$ cat src/rtl/rr_stream_mux.sv
// rr_stream_mux: N-channel arbitrated stream mux with a registered output.
// Selection is round-robin, fixed-priority or directed by an explicit index.
module rr_stream_mux #(
    parameter int WIDTH = 32,
    parameter int N     = 32,
    parameter int SELW  = $clog2(N)
) (
    input  logic               clk,
    input  logic               reset_n,
    input  logic [1:0]         mode,
    input  logic [SELW-1:0]    sel,
    input  logic [N-1:0]       in_valid,
    input  logic [N*WIDTH-1:0] in_data,
    output logic [N-1:0]       in_ready,
    output logic               out_valid,
    output logic [WIDTH-1:0]   out_data,
    output logic [SELW-1:0]    out_chan,
    input  logic               out_ready
);

    logic             r_valid;
    logic [WIDTH-1:0] r_data;
    logic [SELW-1:0]  r_chan;
    logic [SELW-1:0]  r_ptr;

    logic             w_load_en;
    logic             w_found;
    logic [SELW-1:0]  w_grant;
    logic [SELW:0]    w_sum;
    logic [N-1:0]     w_rot;
    logic [WIDTH-1:0] w_data;
    logic [SELW-1:0]  w_ptr_nxt;

    assign w_load_en = !r_valid || out_ready;

    // w_rot[i] is the valid of channel (ptr+i) mod N
    always_comb begin
        w_rot   = N'({in_valid, in_valid} >> r_ptr);
        w_found = 1'b0;
        w_grant = '0;
        w_sum   = '0;
        unique case (1'b1)
            (mode == 2'b00): begin
                for (int i = 0; i < N; i++) begin
                    if (!w_found && w_rot[i]) begin
                        w_found = 1'b1;
                        w_sum   = {1'b0, r_ptr} + (SELW+1)'(i);
                        if (w_sum >= (SELW+1)'(N)) begin
                            w_sum = w_sum - (SELW+1)'(N);
                        end
                        w_grant = w_sum[SELW-1:0];
                    end
                end
            end
            (mode == 2'b01): begin
                for (int i = 0; i < N; i++) begin
                    if (!w_found && in_valid[i]) begin
                        w_found = 1'b1;
                        w_grant = SELW'(i);
                    end
                end
            end
            default: begin
                for (int i = 0; i < N; i++) begin
                    if (sel == SELW'(i) && in_valid[i]) begin
                        w_found = 1'b1;
                        w_grant = SELW'(i);
                    end
                end
            end
        endcase
    end

    always_comb begin
        w_data   = '0;
        in_ready = '0;
        for (int i = 0; i < N; i++) begin
            if (w_grant == SELW'(i)) begin
                w_data      = in_data[i*WIDTH +: WIDTH];
                in_ready[i] = reset_n && w_load_en && w_found;
            end
        end
    end

    assign w_ptr_nxt = (w_grant == SELW'(N-1)) ? '0 : w_grant + 1'b1;

    always_ff @(posedge clk or negedge reset_n) begin
        if (!reset_n) begin
            r_valid <= 1'b0;
            r_data  <= '0;
            r_chan  <= '0;
            r_ptr   <= '0;
        end else if (w_load_en) begin
            if (w_found) begin
                r_valid <= 1'b1;
                r_data  <= w_data;
                r_chan  <= w_grant;
                if (mode == 2'b00) begin
                    r_ptr <= w_ptr_nxt;
                end
            end else begin
                r_valid <= 1'b0;
            end
        end
    end

    assign out_valid = r_valid;
    assign out_data  = r_data;
    assign out_chan  = r_chan;

endmodule

$ cat config.mk
export PLATFORM = sky130hd
export DESIGN_NAME = rr_stream_mux
export DESIGN_NICKNAME = d
export VERILOG_FILES = /design/src/rtl/rr_stream_mux.sv
export SDC_FILE = /design/constraint.sdc
export NUM_CORES = 1
export LEC_CHECK = 0
export ABC_AREA = 1
export ABC_CLOCK_PERIOD_IN_PS = 9500
export CORE_AREA = 8 8 436 438
export DETAILED_ROUTE_END_ITERATION = 7
export DIE_AREA = 0 0 444 446
export SLEW_MARGIN = 30
export SYNTH_ARGS = -nofsm -noshare
export SYNTH_HDL_FRONTEND = slang
export SYNTH_SLANG_ARGS = --single-unit
$ cat constraint.sdc
create_clock -name clk -period 9.5 [get_ports clk]
set_clock_uncertainty 0.2 [all_clocks]
set_input_delay 1.9 -clock clk [delete_from_list [all_inputs] [get_ports clk]]
set_output_delay 1.9 -clock clk [all_outputs]
set_load 0.005 [all_outputs]
# Yosys cells after proc, flatten, opt, wreduce, memory -nomap -nowiden

Index checks and enable logic that the tools add are counted.

Flip-flop bits (word level): 43
Word-level logic and storage cells: 681
Input port bits: 1066

Add/sub/neg operators: 64
Equality and inequality tests: 63
Reductions and logical operators: 165
Muxes and demuxes: 352
Order comparisons: 32
Shift-type cells: 1

Operators with widths:

| operator                                             | count |
|---|---|
| 2-to-1 mux 32 bit                                    | 32 |
| 2-to-1 mux 5 bit                                     | 125 |
| 2-to-1 mux 1 bit                                     | 193 |
| >= comparator 6 bit (second input constant)          | 31 |
| equality test 5 bit (second input constant)          | 32 |
| subtractor 5 x 1 -> 5 bit (second input constant)    | 32 |
| adder 5 x 5 -> 6 bit (second input constant)         | 16 |
| logical AND 1 bit                                    | 96 |
| equality test 5 x 4 -> 1 bit (second input constant) | 16 |
| right shift 64 x 5 -> 32 bit                         | 1 |
| logical NOT 1 bit                                    | 63 |
| adder 5 x 4 -> 6 bit (second input constant)         | 8 |
| equality test 5 x 3 -> 1 bit (second input constant) | 8 |
| adder 5 x 3 -> 6 bit (second input constant)         | 4 |
| equality test 5 x 2 -> 1 bit (second input constant) | 4 |
| adder 5 x 2 -> 6 bit (second input constant)         | 2 |
| equality test 5 x 1 -> 1 bit (second input constant) | 2 |
| logical NOT 5 bit                                    | 2 |
| one-hot mux 5 bit (2 select lines)                   | 1 |
| adder 5 x 1 -> 6 bit (second input constant)         | 1 |
| >= comparator 5 x 6 -> 1 bit (second input constant) | 1 |
| adder 5 x 1 -> 5 bit (second input constant)         | 1 |
| AND reduction 3 bit                                  | 1 |
| equality test 2 x 1 -> 1 bit (second input constant) | 1 |
| 4 further kinds                                      | 4 |

# Depth between registers and ports, before layout

Word-level depth: 160
Depth in mapped cells: 81
Gate-level depth less buffers: 77

# Worst setup path after synthesis

Ideal clock, no wire load.

Kind: input port to output port
Start: input in_valid[21]
End: output in_ready[31]
Arrival time: 6.912 ns
Slack: 0.488 ns
Stages: 40
Buffers on the path: 2
Path through: nand2_1 nand3_1 nand3_1 nand3_1 nand2_1 nand2_1 nand2_1 inv_1 nand2_1 inv_1 a221oi_1 o221ai_1 a21oi_1 o221ai_1 a221oi_1 o221ai_1 a21oi_1 o21ai_0 [... 4 more ...] a221oi_1 o211ai_1 a221oi_1 o21ai_0 a221oi_1 o211ai_1 o211ai_1 o21ai_0 nand2_1 inv_1 ha_1 nand2_1 nor2_1 ha_1 inv_1 clkbuf_1 buf_1 nor2_1

Cells in the longest elaborated chain, start to end: 129
Elaborated cells on any way between the ends: 239
Those cells by class: 1 x eq/ne; 1 x shift; 152 x mux; 85 x reduce/logical

RTL lines:

| item                                 | RTL line | RTL |
|---|---|---|
| start: declaration                   | 12       | `input logic [N-1:0] in_valid,` |
| right shift 64 x 5 -> 32 bit         | 38       | `w_rot = N'({in_valid, in_valid} >> r_ptr);` |
| 2-to-1 mux 1 bit                     | 45       | `if (!w_found && w_rot[i]) begin` |
| 2-to-1 mux 1 bit                     | 42       | `unique case (1'b1)` |
| logical NOT 1 bit                    | 45       |  |
| logical AND 1 bit                    | 45       |  |
| 2-to-1 mux 1 bit                     | 45       |  |
| 2-to-1 mux 1 bit                     | 42       |  |
| logical NOT 1 bit                    | 45       |  |
| [... 114 more ...]                   | --       |  |
| 2-to-1 mux 1 bit                     | 42       |  |
| logical NOT 1 bit                    | 45       |  |
| logical AND 1 bit                    | 45       |  |
| 2-to-1 mux 5 bit                     | 45       |  |
| one-hot mux 5 bit (2 select lines) * | 42       |  |
| net w_grant[1]                       | 28       | `logic [SELW-1:0] w_grant;` |
| equality test 5 bit *                | 78       | `if (w_grant == SELW'(i)) begin` |
| 2-to-1 mux 1 bit *                   | 78       |  |
| end: declaration                     | 14       | `output logic [N-1:0] in_ready,` |

The timed path passes the listed nets; every way through them passes the cells marked *. The select of a mux whose other input is x is not followed.

# Worst setup path after layout

Start: input in_valid[1]
End: register r_data[4] (netlist: out_data[4])

Cells in the longest elaborated chain, start to end: 160
Elaborated cells on any way between the ends: 441
Those cells by class: 31 x eq/ne; 1 x shift; 283 x mux; 126 x reduce/logical

RTL lines:

| item                                 | RTL line | RTL |
|---|---|---|
| right shift 64 x 5 -> 32 bit         | 38       |  |
| 2-to-1 mux 1 bit                     | 45       |  |
| 2-to-1 mux 1 bit                     | 42       |  |
| logical NOT 1 bit                    | 45       |  |
| logical AND 1 bit                    | 45       |  |
| 2-to-1 mux 1 bit                     | 45       |  |
| 2-to-1 mux 1 bit                     | 42       |  |
| logical NOT 1 bit                    | 45       |  |
| [... 115 more ...]                   | --       |  |
| logical NOT 1 bit                    | 45       |  |
| logical AND 1 bit                    | 45       |  |
| 2-to-1 mux 5 bit                     | 45       |  |
| one-hot mux 5 bit (2 select lines) * | 42       |  |
| net w_grant[0]                       | 28       |  |
| logical NOT 5 bit                    | 78       |  |
| 2-to-1 mux 32 bit (31 in a row)      | 78       |  |
| 2-to-1 mux 32 bit *                  | 78       |  |
| end signal: assignment               | 96       | `r_data <= w_data;` |
| end: declaration                     | 22       | `logic [WIDTH-1:0] r_data;` |

Marks and branches as above.
A chain may end at the register's enable or synchronous reset.

==> results <==
==> synthesized netlist by cell type, drive strengths merged, types with 3 or more instances <==
master  instances  area [sq um]
nand3         573          2893
clkinv          9         33.78
o211ai         52         390.4
ha             18         225.2
a31oi           3         18.77
clkbuf        115         431.7
xnor2           4         35.03
o21ai         174         874.6
xor2           16         140.1
or4             6         45.04
a311oi          3         26.28
nor4           12         87.58
o22ai           8         50.05
o21a           24         180.2
nor3           18         90.09
a221oi          7         61.31
buf           127         680.6
nor2          476          1879
inv           301          1132
nand2        1374          5207
o21bai          5         37.54
or2           158         988.4
nand3b          3         22.52
o41ai           4         35.03
nand4          37         301.5
o221ai          4         35.03
a21oi         226          1139
dfrtp          43          1076
==> state kept, by name, summed over array words and instances (netlist names) <==
signal and flops:
out_chan 5, r_ptr 5, out_valid 1, out_data 32
==> stage by stage <==
stage                     hold slack [ps]  setup slack, ps  setup TNS [ps]  utilization, %
after floorplan                     272.4            487.9               0               -
after global placement              264.4            -3162         -122540           20.49
after detailed placement            268.6            -3009         -115040           20.49
after CTS                           292.4           -790.4          -28620           22.13
after global routing                302.3            -1287          -49670           23.64
final                               285.8           -659.8          -18720           23.67
==> logic make-up after synthesis <==
logic type	count (synthesis)	synth area share, %
AND/OR/NAND/NOR	2659	63.16
buffers and inverters	552	12.48
AO/OA/AOI/OAI	523	16.22
flip-flops	43	5.894
XOR/XNOR	20	0.9595
adder cells (fa/ha/maj)	18	1.234
multiplexers	1	0.05483
==> placed cells by master (no fill, tap or decap), types with 16 or more instances in the layout <==
| cell | Yosys | final |
|---|---|---|
| a21oi_1 | 224 | 204 |
| a21oi_2 | 2 | 19 |
| buf_12 | 0 | 102 |
| buf_2 | 100 | 16 |
| buf_4 | 9 | 585 |
| buf_6 | 6 | 99 |
| clkdlybuf4s50_1 | 0 | 1071 |
| dfrtp_1 | 43 | 43 |
| diode_2 | 0 | 67 |
| inv_1 | 289 | 266 |
| inv_2 | 11 | 23 |
| nand2_1 | 1358 | 1056 |
| nand2_2 | 14 | 205 |
| nand2_4 | 2 | 103 |
| nand3_1 | 568 | 262 |
| nand3_2 | 5 | 243 |
| nand3_4 | 0 | 68 |
| nand4_1 | 30 | 30 |
| nor2_1 | 455 | 401 |
| nor2_2 | 13 | 23 |
| nor2_4 | 8 | 52 |
| o211ai_1 | 52 | 52 |
| o21a_1 | 24 | 24 |
| o21ai_0 | 100 | 89 |
| o21ai_1 | 73 | 53 |
| o21ai_2 | 1 | 31 |
| or2_2 | 144 | 144 |
| xor2_1 | 16 | 16 |
==> per-layer routing <==
layer	up-vias	wire, um
li1	15740	-
met3	353	16740
met5	-	123
met1	16180	93330
met2	1553	111200
met4	18	13480
==> layout make-up <==
type                    count  area share [%]
diodes                     67          0.3858
clock buffers               6          0.3196
clock inverters             2         0.03743
inverters                 310           2.816
multi-input cells        3221           44.00
flip-flops and latches     43           2.476
well taps                2400           6.909
repair buffers           1898           43.04
repair inverters            1         0.01439
==> worst min-delay path by stage <==
stage | start | end | slack [ps] | depth (start not counted)
floorplan | out_data[0]$_DFFE_PN0P_ | out_data[0]$_DFFE_PN0P_ | 270 | 2
global placement | out_data[4]$_DFFE_PN0P_ | out_data[4]$_DFFE_PN0P_ | 260 | 2
detailed placement | out_data[29]$_DFFE_PN0P_ | out_data[29]$_DFFE_PN0P_ | 270 | 2
CTS | out_data[10]$_DFFE_PN0P_ | out_data[10]$_DFFE_PN0P_ | 290 | 2
global route | out_data[10]$_DFFE_PN0P_ | out_data[10]$_DFFE_PN0P_ | 300 | 2
finish | out_data[24]$_DFFE_PN0P_ | out_data[24]$_DFFE_PN0P_ | 290 | 2
==> critical path, delay by kind of cell <==
kind / cells / cell delay [ps]
fa+ha+maj: 1 / 180
buf+inv: 15 / 1950
compound gates: 7 / 720
simple gates: 49 / 5340
==> power groups by stage <==
stage	sequential, W	clock, W	combinational, W
3_5_place_dp	0.000336	0	0.0123
3_3_place_gp	0.000338	0	0.0123
5_1_grt	0.000344	0.000232	0.0155
2_1_floorplan	0.000324	0	0.00456
4_1_cts	0.000337	0.000229	0.0138
6_report	0.000336	0.000211	0.0146
==> what timing repair did <==
| item | CTS | global route |
|---|---|---|
| resized for setup | 830 | 565 |
| buffers inserted | 69 | 90 |
| setup endpoints to repair | 64 | 65 |
| gates cloned | 1 | 3 |
| pin swaps | 220 | 364 |
==> flow_summary.rst <==
.. list-table::
   :header-rows: 1

   * - Metric
     - Value
   * - Mean instance size in the synthesized netlist
     - 4.784 sq um
   * - Setup slack after layout
     - -659.8 ps
   * - Unrepaired setup endpoints after global routing
     - yes
   * - Crit-path slowest cell
     - nor4_4
   * - Total of flip-flops plus latches after synthesis
     - 43
   * - Kind of end point of the critical path
     - flip-flop
   * - Type of the worst setup path
     - input pin to flip-flop
   * - Worst setup path endpoint
     - out_data[4]$_DFFE_PN0P_
   * - GR peak layer
     - met2
   * - Type of origin of the critical path
     - input pin
   * - Run status
     - finished with violations
   * - Area of the multi-input gates
     - 19120 sq um
   * - Max-Slew Margin vs Limit
     - 27.15%
   * - Floorplan row count
     - 158
   * - Clock tree from TritonCTS
     - built
   * - H-Tree Level Count
     - 2
   * - Worst hold path class
     - flip-flop to flip-flop
   * - Reg-to-reg slack, setup
     - 80 ps
   * - Number of unique standard cell types used by synthesis
     - 58
   * - GRT Util Overall
     - 21.88%
   * - Met3 track demand over resource
     - 4.483%
   * - Via count
     - 33840
   * - DRC violation count after routing
     - 0
   * - Leakage
     - 19.53 nW
   * - Count of endpoints failing setup in the final report
     - 43
   * - Total die area
     - 198000 sq um
   * - Hold Violations, Final
     - 0
   * - Maximum number of pins on one net before global-route repair
     - 52
   * - GRT met1 Usage
     - 26.34%
   * - Reg power frac
     - 2.2%
   * - Reg-to-reg endpoint
     - out_data[10]$_DFFE_PN0P_
   * - Num ports
     - 1136
   * - Most used flip-flop cell after synthesis
     - dfrtp_1
   * - Switching pwr
     - 0.008941 W
   * - Sinks on Clock Net
     - 43
   * - Sequential Area
     - 1076 sq um
   * - Peak fanout along the critical path
     - 4
   * - Layout fillers
     - 20690
   * - Post-route antenna net violation count
     - 0
   * - Cell count after placement
     - 7740
   * - Number of nets at the end of the flow
     - 6564
   * - Final critical-path required period
     - 10160 ps
   * - Remaining Overflow, GRT
     - 0
   * - Arrival time worst endpoint
     - 10160 ps
   * - Maximum single-stage delay on the critical path
     - 370 ps
   * - Required time of the critical path
     - 9500 ps
   * - CTS root buf
     - clkbuf_16
   * - Share of synthesized flip-flops with an asynchronous set or reset
     - 100.0%
   * - Post-route non-filler standard cell count
     - 7948
   * - Finished layout cell area
     - 43460 sq um
   * - Global-route wire length before repair
     - 299.7 mm
   * - Clk network pwr share
     - 1.4%
   * - Initial cell density of the core
     - 9.940%
   * - Syn Std Cell Area
     - 18260 sq um
   * - Post-synthesis sequential area ratio
     - 5.894%
   * - Number of buffers created by CTS
     - 5
   * - Die height
     - 446 um
   * - Transition time at the pin with the least slew margin
     - 1079 ps
   * - Share of post-route cells with drive strength above 1
     - 32.97%
   * - Worst Reg-to-Reg Cells
     - 76
   * - Count of buffers inserted at the top-level ports
     - 1135
   * - Clock insertion delay at the later pin of the skew report
     - 320 ps
   * - Highest Clock Rate
     - 98.43 MHz
   * - Comb power frac
     - 96.4%
   * - Yosys warnings
     - 0
   * - Post-CTS clock slew at the launch and capture registers of the worst setup and hold paths
     - 80 ps
   * - Routed length per instance
     - 29.55 um
   * - Via count of the first global-routing pass
     - 33420
   * - Cell Int Power
     - 0.006189 W
   * - Worst r2r src
     - r_ptr[0]$_DFFE_PN0P_
   * - Post-placement cell area
     - 37620 sq um
   * - Peak supply drop
     - 251.2 uV
   * - Met2 track demand over resource
     - 37.32%
   * - Count of hold-fix buffers inserted at cts
     - 0
   * - Number of cells produced by synthesis
     - 3816
   * - Routability congestion estimate
     - 1.055
   * - DR pass1 iterations
     - 6
   * - Maximum root-to-sink buffer count
     - 2
   * - Total nets after synthesis
     - 4900
   * - Final worst-path cycle share
     - 106.9%
   * - Post-layout power
     - 0.01513 W
   * - Detailed router's first-iteration violation count
     - 2690
   * - Area growth from synthesis to layout
     - 138.1%
   * - Most common cell on crit path
     - nand2_1
   * - Routed WL
     - 234.9 mm
   * - Avg Vias per Cell
     - 4.258
   * - Number of maximum-capacitance constraint violations
     - 0
   * - Number of flops mapped to enable cells by yosys
     - 0
   * - CORE AREA
     - 183700 sq um
   * - Violated checks
     - negative setup slack
   * - Horizontal die dimension
     - 444 um
   * - Worst Setup SP
     - in_valid[1]
   * - Antenna violations before repair
     - 110
   * - Max-slew violation count
     - 0
   * - Post-detail-place hpwl
     - 203.0 mm
   * - Fraction of power spent switching nets
     - 59.09%
   * - Total power density per cell area
     - 348.1 nW/um^2
(Power assumes the default switching activity.)
